**config.mk**
```make
export PLATFORM = sky130hd
export DESIGN_NAME = channel_demux
export DESIGN_NICKNAME = d
export VERILOG_FILES = /design/src/rtl/channel_demux.sv
export SDC_FILE = /design/constraint.sdc
export NUM_CORES = 1
export LEC_CHECK = 0
export BUFFER_PORTS_ARGS = -buffer_cell sky130_fd_sc_hd__buf_2
export CAP_MARGIN = 20
export CORE_ASPECT_RATIO = 1.1
export CORE_UTILIZATION = 40
export DETAILED_ROUTE_END_ITERATION = 16
export PLACE_DENSITY_LB_ADDON = 0.12
export SLEW_MARGIN = 20
export SYNTH_ARGS = -nofsm -noshare
export SYNTH_HDL_FRONTEND = slang
export SYNTH_SLANG_ARGS = --single-unit
```
**constraint.sdc**
```tcl
create_clock -name clk -period 3.3 [get_ports clk]
set_input_delay 0.825 -clock clk [delete_from_list [all_inputs] [get_ports clk]]
set_output_delay 0.825 -clock clk [all_outputs]
set_load 0.01 [all_outputs]
```
**src/rtl/channel_demux.sv**
```systemverilog
// Channel demultiplexer: aligns to the frame marker of an interleaved
// channelized stream and extracts the samples of one selected channel.
module channel_demux #(
  parameter int N     = 8,
  parameter int LOGN  = 3,
  parameter int WDTH  = 32,
  parameter int MWDTH = 1
) (
  input  logic             clk,
  input  logic             rst_n,
  input  logic [WDTH-1:0]  in_data,
  input  logic             in_nd,
  input  logic [MWDTH-1:0] in_m,
  input  logic             in_first,
  input  logic [LOGN-1:0]  sel_channel,
  output logic [WDTH-1:0]  out_data,
  output logic             out_nd,
  output logic [MWDTH-1:0] out_m,
  output logic             locked,
  output logic             error
);

  typedef enum logic {
    HUNT = 1'b0,
    LOCK = 1'b1
  } state_t;

  localparam logic [LOGN-1:0] CH0 = '0;
  localparam logic [LOGN-1:0] CH1 = LOGN'(1);

  state_t            state_q;
  state_t            state_d;
  logic [LOGN-1:0]   cnt_q;
  logic [LOGN-1:0]   cnt_d;
  logic [LOGN-1:0]   sel_q;
  logic [LOGN-1:0]   sel_d;
  logic [LOGN-1:0]   ch;
  logic              err_q;
  logic              err_d;
  logic              accept;
  logic              locked_q;

  logic              nd_q;
  logic              nd_d;
  logic [WDTH-1:0]   data_q;
  logic [WDTH-1:0]   data_d;
  logic [MWDTH-1:0]  m_q;
  logic [MWDTH-1:0]  m_d;

  logic              lk_first;
  logic              lk_miss;
  logic              lk_next;

  assign lk_first = in_first;
  assign lk_miss  = !in_first && (cnt_q == CH0);
  assign lk_next  = !in_first && (cnt_q != CH0);

  always_ff @(posedge clk or negedge rst_n) begin
    if (!rst_n) begin
      state_q  <= HUNT;
      cnt_q    <= '0;
      sel_q    <= '0;
      err_q    <= 1'b0;
      locked_q <= 1'b0;
      nd_q     <= 1'b0;
      data_q   <= '0;
      m_q      <= '0;
    end else begin
      state_q  <= state_d;
      cnt_q    <= cnt_d;
      sel_q    <= sel_d;
      err_q    <= err_d;
      locked_q <= (state_d == LOCK);
      nd_q     <= nd_d;
      data_q   <= data_d;
      m_q      <= m_d;
    end
  end

  // Channel tracking: a marked sample always restarts the frame at ch 0.
  always_comb begin
    state_d = state_q;
    cnt_d   = cnt_q;
    sel_d   = sel_q;
    err_d   = err_q;
    ch      = cnt_q;
    accept  = 1'b0;
    if (in_nd) begin
      unique case (state_q)
        HUNT: begin
          if (in_first) begin
            state_d = LOCK;
            cnt_d   = CH1;
            sel_d   = sel_channel;
            ch      = CH0;
            accept  = 1'b1;
          end
        end
        LOCK: begin
          unique case (1'b1)
            lk_first: begin
              if (cnt_q != CH0) err_d = 1'b1;
              cnt_d  = CH1;
              sel_d  = sel_channel;
              ch     = CH0;
              accept = 1'b1;
            end
            lk_miss: begin
              err_d   = 1'b1;
              state_d = HUNT;
              cnt_d   = CH0;
            end
            lk_next: begin
              cnt_d  = cnt_q + CH1;
              accept = 1'b1;
            end
            default: ;
          endcase
        end
        default: state_d = HUNT;
      endcase
    end
  end

  // sel_d already carries the freshly latched selection on channel 0.
  always_comb begin
    nd_d   = accept && (ch == sel_d);
    data_d = data_q;
    m_d    = m_q;
    if (nd_d) begin
      data_d = in_data;
      m_d    = in_m;
    end
  end

  assign out_nd   = nd_q;
  assign out_data = data_q;
  assign out_m    = m_q;
  assign locked   = locked_q;
  assign error    = err_q;

endmodule
```
==> results of run 1 <==
## layout make-up
| cell class | instances | share of cell area |
|---|---|---|
| Multi-Input combinational cell | 64 | 0.277 |
| Timing Repair Buffer | 77 | 0.172 |
| Clock inverter | 1 | 0.0132 |
| Sequential cell | 42 | 0.463 |
| Clock buffer | 6 | 0.0364 |
| Inverter | 6 | 0.00992 |
| Tap cell | 52 | 0.0287 |
## per-layer routing
metal / GRT usage / up-vias / part of all wire
li1: - / 567 / -
met5: 0 / - / 0
met3: 0.0605 / 6 / 0.079
met2: 0.295 / 49 / 0.52
met4: 0.0580 / 0 / 0.017
met1: 0.168 / 572 / 0.38
## per-stage QoR
| step | setup slack [ns] | instance area (um2) | hold WS [ns] | util |
|---|---|---|---|---|
| finish | 1.08 | 2270 | 0.475 | 0.556 |
| floorplan | 1.02 | 1750 | 0.496 | - |
| global placement | 0.826 | 2160 | 0.449 | 0.528 |
| detailed placement | 0.779 | 2160 | 0.473 | 0.528 |
| global route | 0.918 | 2270 | 0.502 | 0.556 |
| CTS | 1.06 | 2270 | 0.491 | 0.556 |
## registers in the layout, summed over array words and instances, names as in the netlist
| name | cells |
|---|---|
| out_data | 32 |
| out_nd | 1 |
| error | 1 |
| out_m | 1 |
| cnt_q | 3 |
| locked | 1 |
| sel_q | 3 |
## cell usage after synthesis (all sizes together)
cell type  count
nand4          1
a221oi         1
nand2          5
o21ai          4
inv            6
ha             4
xnor2          2
a31o           1
a31oi          1
buf            5
o22ai          1
o2111ai        1
or2            1
dfrtp         42
a22oi          1
a32o           1
nand3          2
mux2          36
a21oi          2
## power by group through the flow
stage	sequential, mW	combinational, mW	clock, mW
after floorplan	0.974	0.364	0
after global placement	0.875	0.741	0
after detailed placement	0.889	0.762	0
after CTS	0.884	0.763	0.417
after global routing	0.920	0.823	0.440
final	0.882	0.750	0.400
## worst max-delay path: stages, from the launching register on
cell      delay [ns]
dfrtp_1         0.39
inv_1           0.11
ha_1            0.21
nand2_1         0.09
inv_1           0.05
ha_1            0.20
nand2_1         0.08
nand3_1         0.12
a221oi_4        0.21
buf_4           0.28
mux2_2          0.36
## kinds of logic after synthesis
kind of cell,count (synthesis),share of synthesized area
AO/OA/AOI/OAI,13,0.0593
XOR/XNOR,2,0.0100
adder cells (fa/ha/maj),4,0.0286
buffers and inverters,11,0.0414
flip-flops,42,0.600
multiplexers,36,0.231
AND/OR/NAND/NOR,9,0.0293
## path summary, 6_finish.rpt
check,endpoint,slack [ns],depth (start not counted)
max in group asynchronous,out_m,2.07,1
min in group asynchronous,error,0.66,1
setup reg to reg,out_data[0],1.08,10
hold / removal,error,0.48,1
setup / recovery,out_data[0],1.08,10
hold reg to reg,error,0.48,1
==> results.yml, run 1 <==
worst_setup_path:
  endpoint_kind: "register"
  start_kind: "register"
  cp.arrival_ns: 2.39
  worstPathMaxFanout: 18
  timing.rr.start: "cnt_q[0]"
  crit_start: "cnt_q[0]"
  crit_type: "reg -> reg"
  required_ns: 3.47
placement:
  dp_hpwl_mm: 2.54
  dpl.cell_count: 241
  port_buffers: 75
  gp_congestion: 0.968
timing:
  finalSetupViolCount: 0
  slew_headroom: 0.402
  worst_pin_slew_ns: 0.897
  tns_ns: 0
  rsz0062_at_grt: "no"
  timing.final.crit_share: 0.674
  fmax_mhz: 450
  maxSlewViolCount: 0
  fin_crit_ns: 2.22
  fin_skew_ns: 0.00491
  hold_viol_final: 0
route:
  vias_per_cell: 4.81
  drt-pass1-iter-count: 4
  num_vias: 1194
  wire_per_inst_um: 13.6
  post-route-drc-count: 0
  ant_nets: 0
  drt-initial-drc-count: 33
  routed_wl_mm: 3.36
logic_synthesis:
  ys_top_cells_by_area: "dfrtp_1 60%, mux2_2 22%, ha_1 2.9%, buf_6 2.6%, a221oi_4 1.5%"
  yosysTopAreaCell: "dfrtp_1"
  postSynthAreaPerCell_um2: 15.0
  ys_warn_count: 0
  synth_fp_nets: 161
  synth.distinct_cells: 22
  synthCells: 117
  syn_area_mm2: 0.00175
  ys_seq_area_frac: 0.600
  ys_seq_elements: 42
  yosys.area.top_type_share: 0.600
worst_hold_path:
  worstHoldStart: "error"
  min_path_type: "reg -> reg"
global_routing:
  grt_usage: 0.162
  gr-total-overflow: 0
  grt_pass1_vias: 1272
  grt_pass1_wl_mm: 5.70
  grt_max_degree: 43
  grt_antenna_before_repair: 0
clock_network:
  clk_latency_ns: 0.28
  clk_pin_slew_ns: 0.08
  cts_tree: "done"
  htreeDepth: 2
  cts_hold_buf: 0
  cts-root-buf: "clkbuf_8"
  cts_buffers: 5
  clk_path_buf_depth: 2
  postCtsSetupRepairBufs: 0
  cts_sinks: 42
  postCtsResizedCells: 0
die:
  initial_core_util: 0.429
  die_h_um: 71.4
  design.portCount: 76
  rows: 24
  core_area_mm2: 0.00408
  dieArea_mm2: 0.00465
  die-width_um: 65.1
finish:
  multi_input_area_um2: 628
  register_area_mm2: 0.00105
  n_fill_cell: 377
  antenna_cells: 0
  area_growth_pct: 29.6
  final_common_cell: "buf_2"
  final_cells: 248
  final_cell_mix: "75 x buf_2, 42 x dfrtp_1, 34 x mux2_2"
  layout.nets: 240
  drive_above_1_share: 0.622
power_and_ir_drop:
  combPwrFrac: 0.369
  switching_share: 0.318
  total_power_mw: 2.03
  clkPwrFrac: 0.197
  p_sw_mw: 0.647
  intPower_mw: 1.39
  p_seq_frac: 0.434
  power.density_mw_per_mm2: 895
  peakVddDrop_mv: 0.383
  leakagePower_nw: 1.12
status:
  outcome: "completed"
job:
  cap_violations: 0
Note: power is estimated with default switching activity, not from simulation.
==> run 2, diff against run 1 <==
--- a/config.mk
+++ b/config.mk
@@ -5,6 +5,7 @@
 export SDC_FILE = /design/constraint.sdc
 export NUM_CORES = 1
 export LEC_CHECK = 0
+export ABC_AREA = 1
 export BUFFER_PORTS_ARGS = -buffer_cell sky130_fd_sc_hd__buf_2
 export CAP_MARGIN = 20
 export CORE_ASPECT_RATIO = 1.1
==> constraint.sdc (replaced) <==
create_clock -name clk -period 1.8 [get_ports clk]
set_input_delay 0.45 -clock clk [delete_from_list [all_inputs] [get_ports clk]]
set_output_delay 0.45 -clock clk [all_outputs]
set_load 0.01 [all_outputs]
==> results.yml, run 2 <==
route:
  ant_nets: 0
  drt-initial-drc-count: 77
  vias_per_cell: 4.81
  drt-pass1-iter-count: 4
  routed_wl_mm: 5.08
  num_vias: 1903
  wire_per_inst_um: 12.8
  post-route-drc-count: 0
worst_setup_path:
  cp.arrival_ns: 1.91
  path_buf_inv: 3
  ff2ff_setup_slack_ns: 0.06
  timing.rr.end: "out_data[0]"
  worstRegToRegCells: 12
  required_ns: 1.98
  slowest_stage: "dfrtp_1"
  path_cells: "inv_1, ha_4, nand2_2, inv_1, ha_2, nand2_2, nand2_2, nor2_4, nand2_8, clkbuf_16, o21bai_1, nand2_1"
  crit_start: "cnt_q[0]"
  cp_common_cell: "nand2_2"
  timing.rr.start: "cnt_q[0]"
  worstPathMaxFanout: 7
  start_kind: "register"
  slowest_delay_ns: 0.35
  worst-path-stages: 12
  critPathTopFamily: "simple AND/OR/NAND/NOR gates"
  crit_type: "reg -> reg"
  endpoint_kind: "register"
die:
  dieArea_mm2: 0.00565
  core_area_mm2: 0.00507
  rows: 27
  design.portCount: 76
  die-width_um: 71.7
  die_h_um: 78.7
  initial_core_util: 0.422
clock_network:
  htreeDepth: 2
  clk_latency_ns: 0.29
  cts_buffers: 5
  clk_pin_slew_ns: 0.08
  cts-root-buf: "clkbuf_8"
  cts_hold_buf: 0
  cts_tree: "done"
  cts_sinks: 42
  clk_path_buf_depth: 2
logic_synthesis:
  synthCells: 251
  synthFlopType: "dfrtp_1"
  ys_seq_area_frac: 0.491
  synth-xor-area-share: 0
  synth_top_family_by_area: "simple AND/OR/NAND/NOR gates"
  synth_compound_area_frac: 0.134
  ys_top_cells_by_area: "dfrtp_1 49%, o21bai_1 12%, nand3_1 9.6%, nand2_1 8.9%, inv_1 8.4%"
  muxShareOfSynthArea: 0
  synth_common_cells: "51 x nand2_1, 48 x inv_1, 42 x dfrtp_1"
  synth.distinct_cells: 22
  yosysTopAreaCell: "dfrtp_1"
  synth_most_common_cell: "nand2_1"
  yosys.area.top_type_share: 0.491
  synth_edf_count: 0
  ys_seq_elements: 42
  yosys.area_share.simple: 0.226
  synth_fp_nets: 295
  postSynth.asyncResetShare: 1.00
  syn_area_mm2: 0.00214
  ys_warn_count: 0
  postSynthAreaPerCell_um2: 8.52
  synth_adder_area_share: 0.0234
placement:
  dpl.cell_count: 382
  post-place-ws_ns: -0.0194
  dp_hpwl_mm: 3.31
  port_buffers: 75
  gp_congestion: 0.789
  place_area_mm2: 0.00263
power_and_ir_drop:
  total_power_mw: 4.43
  power.density_mw_per_mm2: 1540
  leakagePower_nw: 1.57
  peakVddDrop_mv: 0.625
status:
  outcome: "completed"
timing:
  slew_headroom: 0.799
  fin_ws_ns: 0.0641
  timing.final.crit_share: 0.964
  hold_slack_ns: 0.0301
  hold_viol_final: 0
  fin_crit_ns: 1.74
  tns_ns: 0
  finalSetupViolCount: 0
  maxSlewViolCount: 0
  fin_skew_ns: 0.00490
  worst_pin_slew_ns: 0.301
  fmax_mhz: 576
global_routing:
  grt_pass1_wl_mm: 8.11
  grt_max_degree: 34
  grt_pass1_vias: 1829
  grt_antenna_before_repair: 0
  grt_usage: 0.185
  gr-total-overflow: 0
finish:
  largest_reg_flops: 32
  final_cell_mix: "75 x buf_2, 49 x nand2_1, 47 x inv_1"
  final_cells: 396
  final_util: 0.567
  antenna_cells: 0
  drive_above_1_share: 0.334
  layout.nets: 381
  final_common_cell: "buf_2"
  area_growth_pct: 34.2
  design_area_mm2: 0.00287
worst_hold_path:
  min_path_type: "in -> async"
job:
  cap_violations: 0
run 2: logic make-up after synthesis:
family,count (synthesis)
compound gates,39
simple gates,104
buf+inv,62
flops,42
fa+ha+maj,4
run 2: timing repair:
action                     CTS  global route
gates cloned                 0             3
resized for setup            1            10
hold endpoints to repair     0             0
setup buffers                0             3
setup endpoints to repair   33            33
pin swaps                    0            14
run 2: metal layers:
metal  global-route usage  up-vias  wire length [um]
li1                     -      959                 -
met1                0.226      888              2260
met2                0.318       47              2540
met3               0.0431        9               212
met4               0.0647        0                72
met5                    0        -                 0
run 2: area by class of cell:
cell class,count,area [um2]
fillers,483,2200
flip-flops and latches,42,1050
multi-input cells,147,871
repair buffers,92,579
inverters,49,191
clock buffers,7,76.3
well taps,58,72.6
clock inverters,1,30.0
run 2: how the worst max path moves through the flow:
stage | endpoint | slack (ns)
after global routing | out_data[19] | -0.03
after detailed placement | out_data[0] | -0.02
after CTS | out_data[0] | 0.04
after global placement | out_data[30] | 0.04
after floorplan | out_data[0] | 0.11
final | out_data[0] | 0.06
run 2: power breakdown:
part	internal (mW)	leakage, nW	switching, mW
sequential	1.36	0.501	0.208
combinational	0.993	1.02	1.14
clock	0.415	0.0524	0.321
total	2.77	1.57	1.67
